`src/rtl/alu_pkg.sv`:
```
// alu_pkg: ALUOp codes, RV32I opcodes, operand selects and the decoded control bundle.
package alu_pkg;
  localparam logic [3:0] ALU_ADD = 4'b0000;
  localparam logic [3:0] ALU_SUB = 4'b0001;
  localparam logic [3:0] ALU_AND = 4'b0010;
  localparam logic [3:0] ALU_OR  = 4'b0011;
  localparam logic [3:0] ALU_XOR = 4'b0100;
  localparam logic [3:0] ALU_SLL = 4'b0101;
  localparam logic [3:0] ALU_SRL = 4'b0110;
  localparam logic [3:0] ALU_SRA = 4'b0111;
  localparam logic [3:0] ALU_SLT = 4'b1000;
  localparam logic [6:0] OPC_OP     = 7'b0110011;
  localparam logic [6:0] OPC_OP_IMM = 7'b0010011;
  localparam logic [6:0] OPC_LOAD   = 7'b0000011;
  localparam logic [6:0] OPC_STORE  = 7'b0100011;
  localparam logic [6:0] OPC_BRANCH = 7'b1100011;
  localparam logic [6:0] OPC_LUI    = 7'b0110111;
  localparam logic [6:0] OPC_AUIPC  = 7'b0010111;
  localparam logic [1:0] SRC_A_RS1  = 2'd0;
  localparam logic [1:0] SRC_A_ZERO = 2'd1;
  localparam logic [1:0] SRC_A_PC   = 2'd2;
  typedef struct packed {
    logic [3:0]  alu_op;
    logic [1:0]  src_a;
    logic        src_b_imm;
    logic [31:0] imm;
    logic        reg_write;
    logic        branch;
    logic        br_on_zero;
    logic        illegal;
  } alu_ctrl_t;
  typedef enum logic [1:0] {EMPTY, ONE, TWO} skid_state_t;
endpackage

```
`src/rtl/alu_op_decode_comb.sv`:
```
// alu_op_decode_comb: pure combinational RV32I instruction to ALU control bundle decode.
module alu_op_decode_comb
  import alu_pkg::*;
(
  input  logic [31:0] instr,
  output alu_ctrl_t   ctrl
);
  logic [6:0] opc, f7;
  logic [2:0] f3;
  logic [31:0] i_imm, s_imm, b_imm, u_imm;
  logic is_op, ill;
  assign opc = instr[6:0];
  assign f3 = instr[14:12];
  assign f7 = instr[31:25];
  assign is_op = opc == OPC_OP;
  assign i_imm = {{20{instr[31]}}, instr[31:20]};
  assign s_imm = {{20{instr[31]}}, instr[31:25], instr[11:7]};
  assign b_imm = {{19{instr[31]}}, instr[31], instr[7], instr[30:25], instr[11:8], 1'b0};
  assign u_imm = {instr[31:12], 12'b0};
  always_comb begin
    ctrl = '0;
    ill = 1'b0;
    case (opc)
      OPC_OP, OPC_OP_IMM: begin
        ctrl.alu_op = f3 == 3'b000 ? ((is_op && f7[5]) ? ALU_SUB : ALU_ADD) :
                      f3 == 3'b111 ? ALU_AND :
                      f3 == 3'b110 ? ALU_OR :
                      f3 == 3'b100 ? ALU_XOR :
                      f3 == 3'b001 ? ALU_SLL :
                      f3 == 3'b101 ? (f7[5] ? ALU_SRA : ALU_SRL) : ALU_SLT;
        ctrl.src_b_imm = !is_op;
        ctrl.imm = is_op ? '0 : i_imm;
        ctrl.reg_write = 1'b1;
        // immediate shifts only admit the SRL/SRA funct7 encodings
        ill = f3 == 3'b011 || (!is_op && f3[1:0] == 2'b01 && f7 != 7'b0000000 && f7 != 7'b0100000);
      end
      OPC_LOAD: begin
        ctrl.src_b_imm = 1'b1;
        ctrl.imm = i_imm;
        ctrl.reg_write = 1'b1;
      end
      OPC_STORE: begin
        ctrl.src_b_imm = 1'b1;
        ctrl.imm = s_imm;
      end
      OPC_BRANCH: begin
        ctrl.alu_op = f3[2] ? ALU_SLT : ALU_SUB;
        ctrl.br_on_zero = f3[2] ^ ~f3[0];
        ctrl.imm = b_imm;
        ctrl.branch = 1'b1;
        ill = f3[1];
      end
      OPC_LUI, OPC_AUIPC: begin
        ctrl.src_a = opc == OPC_LUI ? SRC_A_ZERO : SRC_A_PC;
        ctrl.src_b_imm = 1'b1;
        ctrl.imm = u_imm;
        ctrl.reg_write = 1'b1;
      end
      default: ill = 1'b1;
    endcase
    if (ill) begin
      ctrl = '0;
      ctrl.illegal = 1'b1;
    end
  end
endmodule

```
`src/rtl/alu_op_encoder.sv`:
```
// alu_op_encoder: registered instruction-to-ALU-control stage with valid/ready and a 2-entry skid buffer.
module alu_op_encoder
  import alu_pkg::*;
#(
  parameter int XLEN = 32,
  parameter bit SKID_EN = 1'b1
) (
  input  logic            clk,
  input  logic            rst,
  input  logic            in_valid,
  output logic            in_ready,
  input  logic [31:0]     in_instr,
  output logic            out_valid,
  input  logic            out_ready,
  output logic [3:0]      out_alu_op,
  output logic [1:0]      out_src_a,
  output logic            out_src_b_imm,
  output logic [XLEN-1:0] out_imm,
  output logic            out_reg_write,
  output logic            out_branch,
  output logic            out_br_on_zero,
  output logic            out_illegal
);
  skid_state_t state, state_next;
  alu_ctrl_t dec, e0, e1;
  logic rdy_q, acc, con;
  alu_op_decode_comb u_dec (.instr(in_instr), .ctrl(dec));
  assign out_valid = state != EMPTY;
  // without the skid entry the stage accepts only when its single slot frees this cycle
  assign in_ready = SKID_EN ? rdy_q : (state == EMPTY || out_ready);
  assign acc = in_valid && in_ready;
  assign con = out_valid && out_ready;
  always_comb begin
    state_next = state;
    case (state)
      EMPTY: state_next = acc ? ONE : EMPTY;
      ONE: state_next = (acc && !con) ? TWO : (con && !acc) ? EMPTY : ONE;
      TWO: state_next = con ? ONE : TWO;
      default: state_next = EMPTY;
    endcase
  end
  always_ff @(posedge clk) begin
    if (rst) begin
      state <= EMPTY;
      rdy_q <= 1'b1;
      e0 <= '0;
      e1 <= '0;
    end else begin
      state <= state_next;
      rdy_q <= state_next != TWO;
      if ((state == EMPTY && acc) || (state == ONE && acc && con) || (state == TWO && con))
        e0 <= state == TWO ? e1 : dec;
      if (state == ONE && acc && !con)
        e1 <= dec;
    end
  end
  assign out_alu_op = e0.alu_op;
  assign out_src_a = e0.src_a;
  assign out_src_b_imm = e0.src_b_imm;
  assign out_imm = e0.imm;
  assign out_reg_write = e0.reg_write;
  assign out_branch = e0.branch;
  assign out_br_on_zero = e0.br_on_zero;
  assign out_illegal = e0.illegal;
endmodule

```
`config.mk`:
```
export PLATFORM = sky130hd
export DESIGN_NAME = alu_op_encoder
export DESIGN_NICKNAME = d
export VERILOG_FILES = /design/src/rtl/alu_pkg.sv /design/src/rtl/alu_op_decode_comb.sv /design/src/rtl/alu_op_encoder.sv
export SDC_FILE = /design/constraint.sdc
export NUM_CORES = 1
export LEC_CHECK = 0
export BUFFER_PORTS_ARGS = -buffer_cell sky130_fd_sc_hd__buf_2
export CORE_ASPECT_RATIO = 1.4
export CORE_MARGIN = 2
export CORE_UTILIZATION = 59
export CTS_BUF_LIST = sky130_fd_sc_hd__clkbuf_16
export DETAILED_ROUTE_END_ITERATION = 7
export GPL_TIMING_DRIVEN = 1
export HOLD_SLACK_MARGIN = 0.06
export PLACE_DENSITY = 0.87
export SYNTH_ARGS = -nofsm -noshare
export SYNTH_HDL_FRONTEND = slang
export SYNTH_SLANG_ARGS = --single-unit
export TNS_END_PERCENT = 10
```
`constraint.sdc`:
```
create_clock -name clk -period 2.9 [get_ports clk]
set_input_delay 0.435 -clock clk [delete_from_list [all_inputs] [get_ports clk]]
set_output_delay 0.435 -clock clk [all_outputs]
set_load 0.03 [all_outputs]
```
==> After elaboration in Yosys (flattened, before gate mapping) <==
Cells that the tools add are included.
{ "classes": {"eq_ne": 18, "n_bitwise": 2, "mux": 25, "reduce_logical": 27} }
{ "op_table": {"columns": ["cell", "count"], "rows": [
  ["one-hot mux 32 bit (5 select lines)", 1],
  ["2-to-1 mux 43 bit", 2],
  ["2-to-1 mux 32 bit", 1],
  ["2-to-1 mux 4 bit", 7],
  ["== test 7 x 6 -> 1 bit, second input constant", 3],
  ["== test 7 x 5 -> 1 bit, second input constant", 2],
  ["logical AND 1 bit", 13],
  ["== test 3 bit, second input constant", 4],
  ["2-to-1 mux 2 bit", 5],
  ["one-hot mux 4 bit (2 select lines)", 1],
  ["== test 7 x 2 -> 1 bit, second input constant", 1],
  ["== test 7 bit, second input constant", 1],
  ["!= test 7 x 6 -> 1 bit, second input constant", 1],
  ["nonzero test 7 bit", 1],
  ["one-hot mux 2 bit (3 select lines)", 1],
  ["2-to-1 mux 1 bit", 5],
  ["OR reduction 5 bit", 1],
  ["== test 2 x 1 -> 1 bit, second input constant", 2],
  ["OR reduction 2 bit", 2],
  ["OR reduction 4 bit", 1],
  ["== test 3 x 1 -> 1 bit, second input constant", 1],
  ["== test 3 x 2 -> 1 bit, second input constant", 1],
  ["zero test 1 bit", 3],
  ["zero test 3 bit", 1],
  ["9 further kinds", 11]
]} }
{ "totals": {"out_inout_bits": 45, "register_bits": 89} }

==> Depth between registers and ports, before layout <==
{ "logic_depth": {"depth_word": 10, "ltp_mapped": 8, "depth_no_buf": 7} }

==> Cells and area by module <==
From an unflattened synthesis, not the netlist that was laid out.
{ "hier_totals": {"hier_cells": 534, "area_unflattened_um2": 4669.5} }
{ "modules_own_cells": {"columns": ["mod", "instances", "cells_each", "area_per_inst_um2"], "rows": [
  ["alu_op_encoder", 1, 395, 3809.9],
  ["alu_op_decode_comb", 1, 139, 859.6]
]} }

==> Worst setup path after synthesis <==
Ideal clock, no wire load.
{ "synth_timing": {"kind": "register to register", "from": "register rdy_q, in the netlist in_ready", "to": "register e1[13] in the netlist's numbering", "period_less_slack_ns": 2.092, "path_slack_ns": 0.808, "t_required_ns": 2.839, "setup_time_ns": 0.061, "path_buffers": 2, "stages_incl_launch_ff": 8, "t_arrival_ns": 2.031, "cell_sequence": "dfxtp_1 -> nand2_1 -> or3_4 -> a2111oi_4 -> and4_1 -> buf_4 -> buf_6 -> a32o_1"} }
{ "synth_between": {"elab_chain_cells": 3} }
{ "synth_rtl": {"columns": ["element", "line", "source"], "rows": [
  ["from (decl)", "alu_op_encoder.sv:26", "logic rdy_q, acc, con;"],
  ["from (signal assigned)", "alu_op_encoder.sv:45", "rdy_q <= 1'b1;"],
  ["from (signal assigned)", "alu_op_encoder.sv:50", "rdy_q <= state_next != TWO;"],
  ["logical AND 1 bit", "alu_op_encoder.sv:31", "assign acc = in_valid && in_ready;"],
  ["logical AND 1 bit (2 in a row)", "alu_op_encoder.sv:53", "if (state == ONE && acc && !con)"],
  ["to (signal assigned)", "alu_op_encoder.sv:47", "e1 <= '0;"],
  ["to (signal assigned)", "alu_op_encoder.sv:54", "e1 <= dec;"],
  ["to (decl)", "alu_op_encoder.sv:25", "alu_ctrl_t dec, e0, e1;"]
]} }
No other way between the ends.
A chain may end at the register's enable or synchronous reset.

==> Final worst setup path <==
{ "layout_timing": {"from": "register state[0]", "to": "register e1[12] in the netlist's numbering"} }
{ "layout_between": {"elab_chain_cells": 4, "elab_cells_between_ends": 6} }
{ "layout_rtl": {"columns": ["element", "line", "source"], "rows": [
  ["from (decl)", "alu_op_encoder.sv:24", "skid_state_t state, state_next;"],
  ["from (signal assigned)", "alu_op_encoder.sv:49", "state <= state_next;"],
  ["nonzero test 2 bit", "alu_op_encoder.sv:28", "assign out_valid = state != EMPTY;"],
  ["logical AND 1 bit", "alu_op_encoder.sv:32", "assign con = out_valid && out_ready;"],
  ["zero test 1 bit", "alu_op_encoder.sv:53", null],
  ["logical AND 1 bit *", "alu_op_encoder.sv:53", null]
]} }
Mark *: on every way between the ends. The rest lies on a longest branch, timed or not.

==> impl_table.tex <==
\begin{tabular}{lr}
\hline
Metric & Value \\
\hline
\multicolumn{2}{l}{\textbf{Global route}} \\
First-pass GRT wire length & between 15,000 and 20,000 um \\
Number of global-route vias before repair & 3,538 \\
Global route overflow & 0 \\
Initial antenna violation count & 0 \\
Largest net degree at the start of global routing & between 40 and 50 \\
Overall Global Routing Usage & 0.291 \\
\multicolumn{2}{l}{\textbf{Setup path}} \\
Type of origin of the critical path & register \\
Highest-delay cell along the critical path & and4\_1 \\
Worst path required time & approximately 3.2 ns \\
Top delay family on crit path & simple AND/OR/NAND/NOR gates \\
WS Path Type & reg2reg \\
Worst Path Buf+Inv & 1 \\
Critical path, cell by cell & nand2b\_1, or3\_4, a2111oi\_4, and4\_1, buf\_4, a32o\_1 \\
R2R cell count & 6 \\
End of the worst register-to-register path & e1[12] \\
Max Fanout on Critical Path & 14 \\
Stage delay of the slowest cell on the critical path & 0.48 ns \\
Endpoint type of the worst setup path & register \\
Worst endpoint data arrival time & 2.60 ns \\
Flop2flop setup slack & 0.58 ns \\
FF-to-FF Start & state[0] \\
\multicolumn{2}{l}{\textbf{CTS}} \\
Number of hold buffers added after cts & 0 \\
Number of buffers added by the clock tree synthesis step & 9 \\
Largest buffer count on any clock path & 2 \\
Buffers inserted during post-CTS setup optimization & 0 \\
Depth of the CTS H-tree & 3 \\
Reg clk slew, reported paths & 0.06 ns \\
TritonCTS clock tree & yes \\
Worst skew pair latency & 0.35 ns \\
\# resized after CTS & 0 \\
Clock sink count & 89 \\
CTS Root Buffer Type & clkbuf\_16 \\
\multicolumn{2}{l}{\textbf{STA}} \\
Clock Skews & $\sim$0.0048 ns \\
Tightest Pin Transition & about 1.1 ns \\
Worst relative slew slack & 0.284 \\
Setup violation total in the final timing report & 0 \\
Final Max Tran Viols & 0 \\
Min cycle time layout & $\sim$2.3 ns \\
Setup repair after global routing missed its margin & false \\
Maximum clock frequency & 430 MHz \\
Period utilization & 0.801 \\
Crit path setup slack, layout & 0.577 ns \\
Final Hold Violating Endpoints & 0 \\
Setup TNS & 0 ns \\
\multicolumn{2}{l}{\textbf{Placed design}} \\
Instance count after placement with tap cells included & 604 \\
DP HPWL & 7140 um \\
GP Congestion & 0.864 \\
Port Buffers & 80 \\
Worst Setup Slack post-DPL & 0.387 ns \\
Placed Area & 4520 um\^{}2 \\
\multicolumn{2}{l}{\textbf{Logic synthesis}} \\
EDFF count, synth & 0 \\
Net count after synthesis & approximately 500 \\
Post-synth top area share & 0.432 \\
Synth warn & 0 \\
Cell types with the largest area share after synthesis & dfxtp\_1, a22o\_1, a21oi\_1 \\
Synth Register Bits & 89 \\
Most used flip-flop cell after synthesis & dfxtp\_1 \\
Count of cell types in the netlist & 53 \\
Sequential cell area fraction in the yosys report & 0.432 \\
Post-synth design cell area & 4120 um\^{}2 \\
Synth Instances & 461 \\
Cell type contributing the most total cell area after synthesis & dfxtp\_1 \\
Share of flip-flops with an asynchronous set or reset after synthesis & 0 \\
Synthesized area divided by synthesized cell count & 8.94 um\^{}2 \\
\multicolumn{2}{l}{\textbf{Die}} \\
Die area & 7680 um\^{}2 \\
Floorplan Core Area & 6850 um\^{}2 \\
Width of the die & between 70 and 80 um \\
Top-Level Pins & 81 \\
Starting utilization of the core area & 0.602 \\
Cell row count & 36 \\
Chip height & 103 um \\
\multicolumn{2}{l}{\textbf{Pwr}} \\
Power Density & 603 nW/um\^{}2 \\
Proportion of power drawn by the clock network & 0.388 \\
PnR Total Power & 0.00290 W \\
Part of the total power dissipated in sequential elements & 0.450 \\
Leakage Power & 2.06 nW \\
Maximum VDD drop & 343 uV \\
Proportion of power drawn by combinational gates & 0.162 \\
Internal & 0.00208 W \\
Switching power of the nets & 0.000821 W \\
Switching share of total power & 0.283 \\
\multicolumn{2}{l}{\textbf{Routing}} \\
Mean number of vias per cell & between 6 and 7 \\
Total via count after detailed routing & a little under 4,000 \\
Count of unresolved DRC violations after routing & 0 \\
Pre-Repair DR Iteration Count & 5 \\
Count of antenna-violating nets left after detailed routing & 0 \\
Violation count after the first detailed-routing iteration & 357 \\
Routed wire per std cell & 17.4 um \\
Final wirelength & 10,800 um \\
\multicolumn{2}{l}{\textbf{Min path}} \\
WHS Path Cells & 2 \\
Worst hold endpoint & out\_imm[7] \\
Kind of path behind the tightest hold check & in2reg \\
Hold wc startpoint & in\_instr[27] \\
\multicolumn{2}{l}{\textbf{Layout}} \\
Number of nets at the end of the flow & 557 \\
Filler cell count in the final layout & around 560 \\
Post-route insts no fill & just over 600 \\
Most common library cell in the layout ignoring fill and taps & dfxtp\_1 \\
Area taken by multi-input logic gates & $\sim$2100 um\^{}2 \\
Share of layout cells above drive strength 1 & 0.237 \\
Top library cells by usage in the layout, fill and taps aside & dfxtp\_1, buf\_2, nor2\_1, a21oi\_1, nand3\_1 \\
Layout overhead on the synthesized area & 16.6\% \\
Diode count & 0 \\
Area occupied by registers & 1780 um\^{}2 \\
Final std cell area, no fill & 4800 um\^{}2 \\
\multicolumn{2}{l}{\textbf{Status}} \\
Status & complete, no violations \\
\multicolumn{2}{l}{\textbf{Flow run}} \\
Max-capacitance violation count & 0 \\
\hline
\end{tabular}
## synthesized netlist by cell type, types with 2 or more instances
master	number
a311oi_1	2
and2b_1	2
nand4_1	2
buf_1	2
nor3_1	5
a32o_1	8
a211oi_1	26
nor4_1	2
a21oi_1	43
buf_2	5
buf_4	3
a22oi_1	4
nand3_1	33
nand2_1	18
nor2b_1	7
a31oi_1	2
nand3b_1	6
buf_6	4
o21ai_0	10
a2111oi_4	2
and3_1	10
dfxtp_1	89
nand2b_1	5
inv_1	4
a21o_1	19
clkbuf_1	30
o2bb2ai_1	6
a22o_1	31
a211oi_2	9
nor2_1	49
## cells by family (layout without fill, tap and decap cells)
logic type                 count (synthesis)  after routing  share of synthesized area
buffers and inverters                     48            111                     0.0553
AOI/OAI and AO/OA                        169            169                      0.314
muxes                                      2              2                    0.00516
adders and majority gates                  1              1                    0.00304
xor gates and xnor gates                   1              1                    0.00213
and+or+nand+nor                          151            151                      0.188
DFF                                       89             89                      0.432
## through the flow
| step | hold slack, ns | util |
|---|---|---|
| final | 0.360 | 0.702 |
| after global routing | 0.361 | 0.702 |
| after floorplan | 0.425 | - |
| after detailed placement | 0.445 | 0.660 |
| after global placement | 0.439 | 0.660 |
| after CTS | 0.354 | 0.702 |
## final cells by class
class                           instances  area share
Sequential cell                        89       0.371
Multi-Input combinational cell        324       0.440
Timing Repair Buffer                   92       0.102
Tap cell                               95      0.0247
Clock inverter                          6      0.0125
Inverter                                4     0.00312
Clock buffer                            9      0.0469
## state kept, by name, indices dropped and copies added (netlist names)
signal	cells
out_alu_op	4
out_br_on_zero	1
out_reg_write	1
in_ready	1
out_src_a	2
out_branch	1
out_src_b_imm	1
out_imm	32
e1	43
state	2
out_illegal	1
## per-layer routing
metal | up-vias | GRT usage | wire length [um]
met5 | - | 0 | 0
met4 | 0 | 0.150 | 341
met3 | 30 | 0.0626 | 806
met2 | 195 | 0.461 | 5230
met1 | 1817 | 0.371 | 4380
li1 | 1835 | - | -
## how the worst max path moves through the flow
stage | startpoint | endpoint | slack, ns | depth (start not counted)
4_1_cts | state[0] | e1[12] | 0.61 | 6
3_3_place_gp | out_ready | e1[10] | 0.46 | 7
5_1_grt | state[0] | e1[12] | 0.46 | 6
2_1_floorplan | in_ready | e1[13] | 0.81 | 7
3_5_place_dp | out_ready | e1[12] | 0.39 | 7
6_report | state[0] | e1[12] | 0.58 | 6
## power groups by stage
stage / sequential [W] / combinational [W] / clock, W
floorplan: 0.00143 / 0.000229 / 0
global placement: 0.00133 / 0.000455 / 0
detailed placement: 0.00133 / 0.000466 / 0
CTS: 0.00130 / 0.000468 / 0.00114
global route: 0.00131 / 0.000509 / 0.00119
finish: 0.00130 / 0.000470 / 0.00112
## worst reg2reg max path: stages (launching register included)
cell	delay, ns
dfxtp_1	0.42
nand2b_1	0.14
or3_4	0.38
a2111oi_4	0.39
and4_1	0.48
buf_4	0.28
a32o_1	0.19
Power figures use the tool's default switching activity.
